[config.mk]
export PLATFORM = sky130hd
export DESIGN_NAME = pipe_hazard_unit
export DESIGN_NICKNAME = d
export VERILOG_FILES = /design/src/rtl/pipe_hazard_unit.sv
export SDC_FILE = /design/constraint.sdc
export NUM_CORES = 1
export LEC_CHECK = 0
export ABC_AREA = 1
export CORE_MARGIN = 4
export CORE_UTILIZATION = 57
export DETAILED_ROUTE_END_ITERATION = 10
export MAX_ROUTING_LAYER = met4
export PLACE_DENSITY = 0.85
export SYNTH_ARGS = -nofsm -noshare
export SYNTH_HDL_FRONTEND = slang
export SYNTH_SLANG_ARGS = --single-unit
[constraint.sdc]
create_clock -name clk -period 3.7 [get_ports clk]
set_input_delay 0.74 -clock clk [delete_from_list [all_inputs] [get_ports clk]]
set_output_delay 0.74 -clock clk [all_outputs]
set_load 0.05 [all_outputs]
[src/rtl/pipe_hazard_unit.sv]
// pipe_hazard_unit
//   Hazard and forwarding controller for the pipelined RINSC datapath.
//   Keeps a small scoreboard of the instructions in flight after ID
//   (entry 0 = EX, entry 1 = MEM, ..., entry NSTAGE-1 = WB).
//   From that scoreboard it derives:
//     - load-use stalls, for any load latency;
//     - a one-cycle IF/ID flush on taken jumps;
//     - nearest-stage forwarding selects for both EX operands.
//
// Ports
//   clk, reset            clock, asynchronous active-high reset
//   id_valid              ID holds a real instruction
//   id_ra / id_rb         source register indices
//   id_use_ra / id_use_rb source read flags
//   id_rd                 destination index
//   id_regwrite           instruction writes the register file
//   id_memread            instruction is a load
//   id_jump               taken jump resolved in ID
//   freeze                external hold of the whole pipe
//   pc_en, ifid_en        PC and IF/ID load enables
//   ifid_flush            clear IF/ID to NOP on the next edge
//   idex_bubble           load zero control bits into ID/EX
//   fwd_a_sel, fwd_b_sel  EX operand source: 0 = RF/ID-EX, k = stage k result
//
// Optional feature (macro HAZARD_PERF_EN)
//   Adds stall_cnt[15:0] and flush_cnt[15:0], saturating event counters
//   for stall cycles and flush cycles.

module pipe_hazard_unit #(
   parameter int RIDX_W   = 5,
   parameter int NSTAGE   = 3,
   parameter int LOAD_LAT = 1,
   parameter int SEL_W    = 2
) (
   input  logic              clk,
   input  logic              reset,
   input  logic              id_valid,
   input  logic [RIDX_W-1:0] id_ra,
   input  logic [RIDX_W-1:0] id_rb,
   input  logic              id_use_ra,
   input  logic              id_use_rb,
   input  logic [RIDX_W-1:0] id_rd,
   input  logic              id_regwrite,
   input  logic              id_memread,
   input  logic              id_jump,
   input  logic              freeze,
   output logic              pc_en,
   output logic              ifid_en,
   output logic              ifid_flush,
   output logic              idex_bubble,
   output logic [SEL_W-1:0]  fwd_a_sel,
   output logic [SEL_W-1:0]  fwd_b_sel
`ifdef HAZARD_PERF_EN
   ,
   output logic [15:0]       stall_cnt,
   output logic [15:0]       flush_cnt
`endif
);

   typedef struct packed {
      logic              valid;
      logic [RIDX_W-1:0] rd;
      logic              regwrite;
      logic              memread;
      logic [RIDX_W-1:0] ra;
      logic [RIDX_W-1:0] rb;
      logic              use_ra;
      logic              use_rb;
   } entry_t;

   entry_t              sb [NSTAGE];
   entry_t              id_entry;
   logic                lu_stall;
   logic [NSTAGE-1:1]   prod_ok;

   assign id_entry = '{valid:    1'b1,
                       rd:       id_rd,
                       regwrite: id_regwrite,
                       memread:  id_memread,
                       ra:       id_ra,
                       rb:       id_rb,
                       use_ra:   id_use_ra,
                       use_rb:   id_use_rb};

   // Scoreboard shift; a stalled or empty ID slot enters EX as a bubble.
   always_ff @(posedge clk or posedge reset) begin
      if (reset) begin
         for (int s = 0; s < NSTAGE; s++) sb[s] <= '0;
      end else if (!freeze) begin
         for (int s = NSTAGE-1; s >= 1; s--) sb[s] <= sb[s-1];
         if (id_valid && !lu_stall) sb[0] <= id_entry;
         else                       sb[0] <= '0;
      end
   end

   // A load is not forwardable until it is LOAD_LAT stages past MEM, so any
   // consumer in ID that reads it while it sits in stages 0..LOAD_LAT-1 waits.
   always_comb begin
      lu_stall = 1'b0;
      for (int s = 0; s < LOAD_LAT; s++) begin
         if (sb[s].valid && sb[s].memread && (sb[s].rd != '0) &&
             ((id_use_ra && (sb[s].rd == id_ra)) ||
              (id_use_rb && (sb[s].rd == id_rb))))
            lu_stall = 1'b1;
      end
   end

   // Stages whose result can legally be forwarded this cycle.
   always_comb begin
      prod_ok = '0;
      for (int s = 1; s < NSTAGE; s++) begin
         prod_ok[s] = sb[s].valid && sb[s].regwrite && (sb[s].rd != '0) &&
                      (!sb[s].memread || (s >= 1 + LOAD_LAT));
      end
   end

   // Walk from oldest to youngest so the nearest producer overwrites.
   always_comb begin
      fwd_a_sel = '0;
      fwd_b_sel = '0;
      for (int s = NSTAGE-1; s >= 1; s--) begin
         if (prod_ok[s] && sb[0].use_ra && (sb[s].rd == sb[0].ra))
            fwd_a_sel = SEL_W'(s);
         if (prod_ok[s] && sb[0].use_rb && (sb[s].rd == sb[0].rb))
            fwd_b_sel = SEL_W'(s);
      end
   end

   // Reset holds the front end and bubbles ID/EX; freeze holds everything
   // without injecting a bubble, since ID/EX itself is held too.
   always_comb begin
      pc_en       = 1'b0;
      ifid_en     = 1'b0;
      ifid_flush  = 1'b0;
      idex_bubble = 1'b1;
      if (!reset) begin
         if (freeze) begin
            idex_bubble = 1'b0;
         end else begin
            pc_en       = !lu_stall;
            ifid_en     = !lu_stall;
            ifid_flush  = id_valid && id_jump && !lu_stall;
            idex_bubble = lu_stall;
         end
      end
   end

`ifdef HAZARD_PERF_EN
   always_ff @(posedge clk or posedge reset) begin
      if (reset) begin
         stall_cnt <= '0;
         flush_cnt <= '0;
      end else begin
         // A frozen cycle is not a stall cycle, even if the hazard is pending.
         if (lu_stall && !freeze && (stall_cnt != 16'hFFFF))
            stall_cnt <= stall_cnt + 16'd1;
         if (ifid_flush && (flush_cnt != 16'hFFFF))
            flush_cnt <= flush_cnt + 16'd1;
      end
   end
`endif

endmodule

## Yosys cells after proc, flatten, opt, wreduce, memory -nomap -nowiden

Index checks and enable logic that the tools add are counted.

- Bits in registers: 35
- Bits of input ports: 24
- Output and inout bits: 8
- Word-level logic and storage cells: 60

- Equality and inequality tests: 6
- Multiplexer cells: 12
- Reductions and logical operators: 27

Operator list:

| cell | count |
|---|---|
| $eq 5x5->1 | 6 |
| $logic_and 1x1->1 | 21 |
| $mux 20 | 1 |
| $reduce_bool 5->1 | 3 |
| $mux 2 | 4 |
| $mux 1 | 7 |
| $logic_not 1->1 | 2 |
| $logic_or 1x1->1 | 1 |

## Depth between registers and ports, before layout

- Depth in word-level cells: 9
- Depth in mapped cells: 11
- Mapped depth without buffers: 9

## Least setup slack after synthesis

OpenSTA, ideal clock, no wires.

- Path kind: input -> output
- From: input port reset
- To: output port idex_bubble
- Arrival time: 2363 ps
- Required time: 2960 ps
- Setup slack: 597 ps
- Stages: 2
- Path buffers: 0
- Cells stage by stage: inv_1 -> o21ai_0

- Longest elaborated chain between the ends: 1

Ends and longest elaborated chain:

| what | line | text |
|---|---|---|
| start, declared | 36 | `input logic reset,` |
| $mux 1 | 136 | `if (!reset) begin` |
| end, declared | 50 | `output logic idex_bubble,` |

No other way between the ends.

## Worst setup path in the final report

- From: input port id_rb[4]
- To: output port idex_bubble

- Longest elaborated chain between the ends: 7

Ends and longest elaborated chain:

| what | line | text |
|---|---|---|
| start, declared | 39 | `input logic [RIDX_W-1:0] id_rb,` |
| $eq 5x5->1 | 103 | `(id_use_rb && (sb[s].rd == id_rb))))` |
| $logic_and 1x1->1 | 103 |  |
| $logic_or 1x1->1 | 102 | `((id_use_ra && (sb[s].rd == id_ra)) \|\|` |
| $logic_and 1x1->1 | 101 | `if (sb[s].valid && sb[s].memread && (sb[s].rd != '0) &&` |
| $mux 1 | 101 |  |
| $mux 1 | 137 | `if (freeze) begin` |
| $mux 1 | 136 |  |

No other way between the ends.

==> flow_results.org <==
** Clock network
- Number of buffers added by the clock tree synthesis step :: 5
- The number of gates resized after CTS was 0.
- Hold_buf cts :: 0
- The H-tree generated during clock tree synthesis spans 2 levels.
- The cell sitting at the root of the clock tree is a sky130_fd_sc_hd__clkbuf_4.
- CTS sink count :: 35
- Worst-Skew Late Latency :: 320 ps
- After clock tree synthesis, the setup repair step added 0 buffers.
- TritonCTS built the clock tree.
- The clock passes through at most 2 buffers.
- After clock tree synthesis, the clock-pin slew on the worst setup and hold paths is 100 ps.

** STA
- Peak clock frequency supported by timing :: 312 MHz
- Counting I/O delays and the setup requirement, the final critical path takes 3200 ps.
- Between clock sinks in the finished design, the worst skew comes to 7.43 ps.
- Setup violations remaining at the end of the flow were counted as 0.
- Total Neg Setup Slack :: 0 ps
- Measured slew at the worst slew-check pin :: 492 ps
- Final setup slack of the worst path :: 499 ps
- Max Transition Viols Final :: 0
- Measured against its own limit, the worst slew margin works out to 0.671.
- Fraction of the cycle the final worst path needs :: 0.865
- Setup repair after global routing missed its margin :: no
- Final-report hold violation count :: 0

** GRT
- GRT Residual Overflow :: 0
- Entering global routing, the biggest net connects 43 pins.
- Global-route wire length before repair :: 7610 um
- The number of global-route vias before repair came to 1764.
- In the global route stage, overall resource usage came out at 0.233.
- The number of antenna violations at the first check in global routing came to 0.

** Yosys
- The share of synthesized area in the top cell type comes to 0.452.
- Portion of the post-synthesis area used by sequential elements :: 0.452
- FFs w/ async S/R, synth :: 1.00
- Adder-cell share of the synthesized area :: 0
- Post-Synthesis Net Count :: 292
- Counting flops and latches in the post-synthesis netlist gives 35.
- Cell area after synthesis :: 1940 sq um
- Share of synthesized cell area in and, or, nand and nor gates :: 0.345
- Commonest cells in the synthesized netlist :: 105 x sky130_fd_sc_hd__nand2_1, 35 x sky130_fd_sc_hd__dfrtp_1, 26 x sky130_fd_sc_hd__inv_1
- By area, the combinational part of the netlist is dominated by simple AND/OR/NAND/NOR gates.
- Number of warning messages in the yosys log :: 0
- In this run, distinct cell masters in the synthesized netlist total 25.
- In this run, synthesis inferred 0 flip-flops with an integrated enable.
- Biggest area consumer among synthesized cells :: sky130_fd_sc_hd__dfrtp_1
- The complex-gate fraction of the synthesized area is 0.0626.
- Xor/xnor share of the synthesized area :: 0.0497
- Number of instances in the synthesized netlist :: 268
- Top flip-flop cell by instance count after synthesis :: sky130_fd_sc_hd__dfrtp_1
- By instance count, the leading cell after synthesis is sky130_fd_sc_hd__nand2_1.
- After synthesis, the mean cell area works out to 7.24 sq um.
- Of the post-synthesis cell area, the part taken by muxes is 0.
- Yosys attributes the largest share of cell area to sky130_fd_sc_hd__dfrtp_1 45%, sky130_fd_sc_hd__nand2_1 20%, sky130_fd_sc_hd__nand3_1 5.9%.

** Cells and area
- Cell area after layout :: 2310 sq um
- Fraction of layout cells with a size suffix above 1 :: 0.0700
- The register with the most flip-flops in the layout has 35 of them.
- Area added between synthesis and finish :: 19.2%
- Ranked by flip-flop count, first place goes to sb.
- The net count of the finished layout is 323.
- Number of antenna cells inserted :: 0
- The largest registers in the layout are sb (35).

** Place
- Worst setup timing slack at the placement stage :: 467 ps
- Routability-driven placement finished with a final weighted congestion of 0.922.
- Summing all placed instances gives a cell area of 2260 sq um.
- Count of port buffers added during placement :: 31
- After legalization and detailed placement, the total HPWL measured 3190 um.

** Route
- Total wirelength of the detailed-routed design :: 4260 um
- The count of nets left with antenna violations once routing finished came out at 0.
- Number of detailed-route iterations in the first pass :: 5
- Detailed-route vias per instance :: 5.15
- The detailed router placed 1770 vias in this run.
- After detailed routing, the average wire length per cell comes to 12.4 um.
- In the routed design, unresolved DRC markers number 0.
- Violation count after the first detailed-routing iteration :: 120

** Power and ir drop
- IR analysis of the VDD net gives a maximum drop of 0.000233 V.
- Clock group share of total power :: 0.234
- Internal power summed over all cells :: 568 uW
- Switching power :: 248 uW
- Ratio of total power to cell area :: 353 nW/um^2
- Gate power share :: 0.209
- Of the total power, the share spent switching nets is 0.304.
- Of the total power, registers draw 0.557.
- Power Total :: 816 uW
- Static power due to leakage :: 0.00120 uW

** Setup path
- The largest single stage delay on the critical path is 510 ps.
- In this design, the critical path's most frequently occurring cell is sky130_fd_sc_hd__nand2_1.
- Critical path required time :: 2960 ps
- The worst setup path is launched from a primary input.
- Class of the most critical setup path :: in2out
- Maximum fanout encountered on the critical timing path :: 22
- Crit path max-delay cell type :: sky130_fd_sc_hd__clkdlybuf4s50_1
- Cell-by-cell trace of the critical path :: clkdlybuf4s50_1, inv_1, nand2_1, nand2_1, nor2_1, nand3_1, nand2_1, nand2_2, o21ai_0, buf_4
- Category of the worst setup path capture point :: output pin
- Data arrives at the worst endpoint at 2460 ps.

** Hold path
- The min-delay analysis places its worst path in the category reg2reg.

** Floorplan
- The floorplan step defined a die boundary enclosing 4400 sq um.
- The die is 66.3 um tall.
- Horizontal die dimension :: 66.3 um
- 32 I/O pins were placed.
- Row cnt :: 20
- Core outline area :: 3150 sq um
- Initial core utilization :: 0.615

** Status
- Outcome :: finished, final reports clean

** Flow run
- Max_cap viols :: 0
## cells in the final DEF, fill, tap and decap left out, types with 4 or more instances in the layout
master,Yosys,final
sky130_fd_sc_hd__clkbuf_4,0,5
sky130_fd_sc_hd__clkdlybuf4s50_1,0,27
sky130_fd_sc_hd__nand2_1,105,105
sky130_fd_sc_hd__xnor2_1,7,7
sky130_fd_sc_hd__dfrtp_1,35,35
sky130_fd_sc_hd__nand4_1,4,4
sky130_fd_sc_hd__inv_1,26,26
sky130_fd_sc_hd__nor2_1,20,20
sky130_fd_sc_hd__buf_4,1,6
sky130_fd_sc_hd__xor2_1,4,4
sky130_fd_sc_hd__nand3_1,23,23
sky130_fd_sc_hd__o21ai_0,16,16
## area by class of cell
type / count / area, sq um
Timing Repair Buffer: 34 / 335
Clock buffer: 7 / 45.0
Tap cell: 44 / 55.1
Fill cell: 261 / 841
Inverter: 29 / 109
Multi-Input combinational cell: 194 / 887
Sequential cell: 35 / 876
Clock inverter: 1 / 5.00
## cells by family (layout without fill, tap and decap cells)
family                 count (synthesis)  count (layout)
AO/OA/AOI/OAI                         22              22
XOR/XNOR                              11              11
buffers and inverters                 39              71
flip-flops                            35              35
AND/OR/NAND/NOR                      161             161
## power by group through the flow
stage / Clock (uW) / Sequential [uW] / Combinational (uW)
after floorplan: 0 / 451 / 118
after global placement: 0 / 461 / 166
after detailed placement: 0 / 462 / 171
after CTS: 197 / 454 / 172
after global routing: 220 / 460 / 195
final: 191 / 454 / 170
## critical path, delay by kind of cell
family	cells	cell delay, ps
buffers and inverters	3	790
AND/OR/NAND/NOR	6	650
AO/OA/AOI/OAI	1	270
## path summary, 6_finish.rpt
check                      startpoint  slack [ps]  cells after the start     endpoint
setup / recovery             id_rb[4]         500                     10  idex_bubble
hold / removal                 sb[53]         470                      2       sb[33]
setup reg to reg               sb[58]        2140                      9       sb[59]
hold reg to reg                sb[53]         470                      2       sb[33]
max in group asynchronous       reset        2450                      3       sb[50]
min in group asynchronous       reset         620                      2       sb[59]
## per-layer routing
metal / share of wire / track usage / vias to the layer above
met5: 0 / - / -
met4: 0.0014 / 0.0685 / 0
met3: 0.057 / 0.0595 / 2
met2: 0.49 / 0.392 / 57
met1: 0.45 / 0.277 / 812
li1: - / - / 899
## through the flow
stage,util,instances,hold WS (ps)
3_5_place_dp,0.717,336,459
4_1_cts,0.733,344,474
6_report,0.733,344,471
3_3_place_gp,0.717,336,459
2_1_floorplan,-,268,442
5_1_grt,0.733,344,536
(Power assumes the default switching activity.)
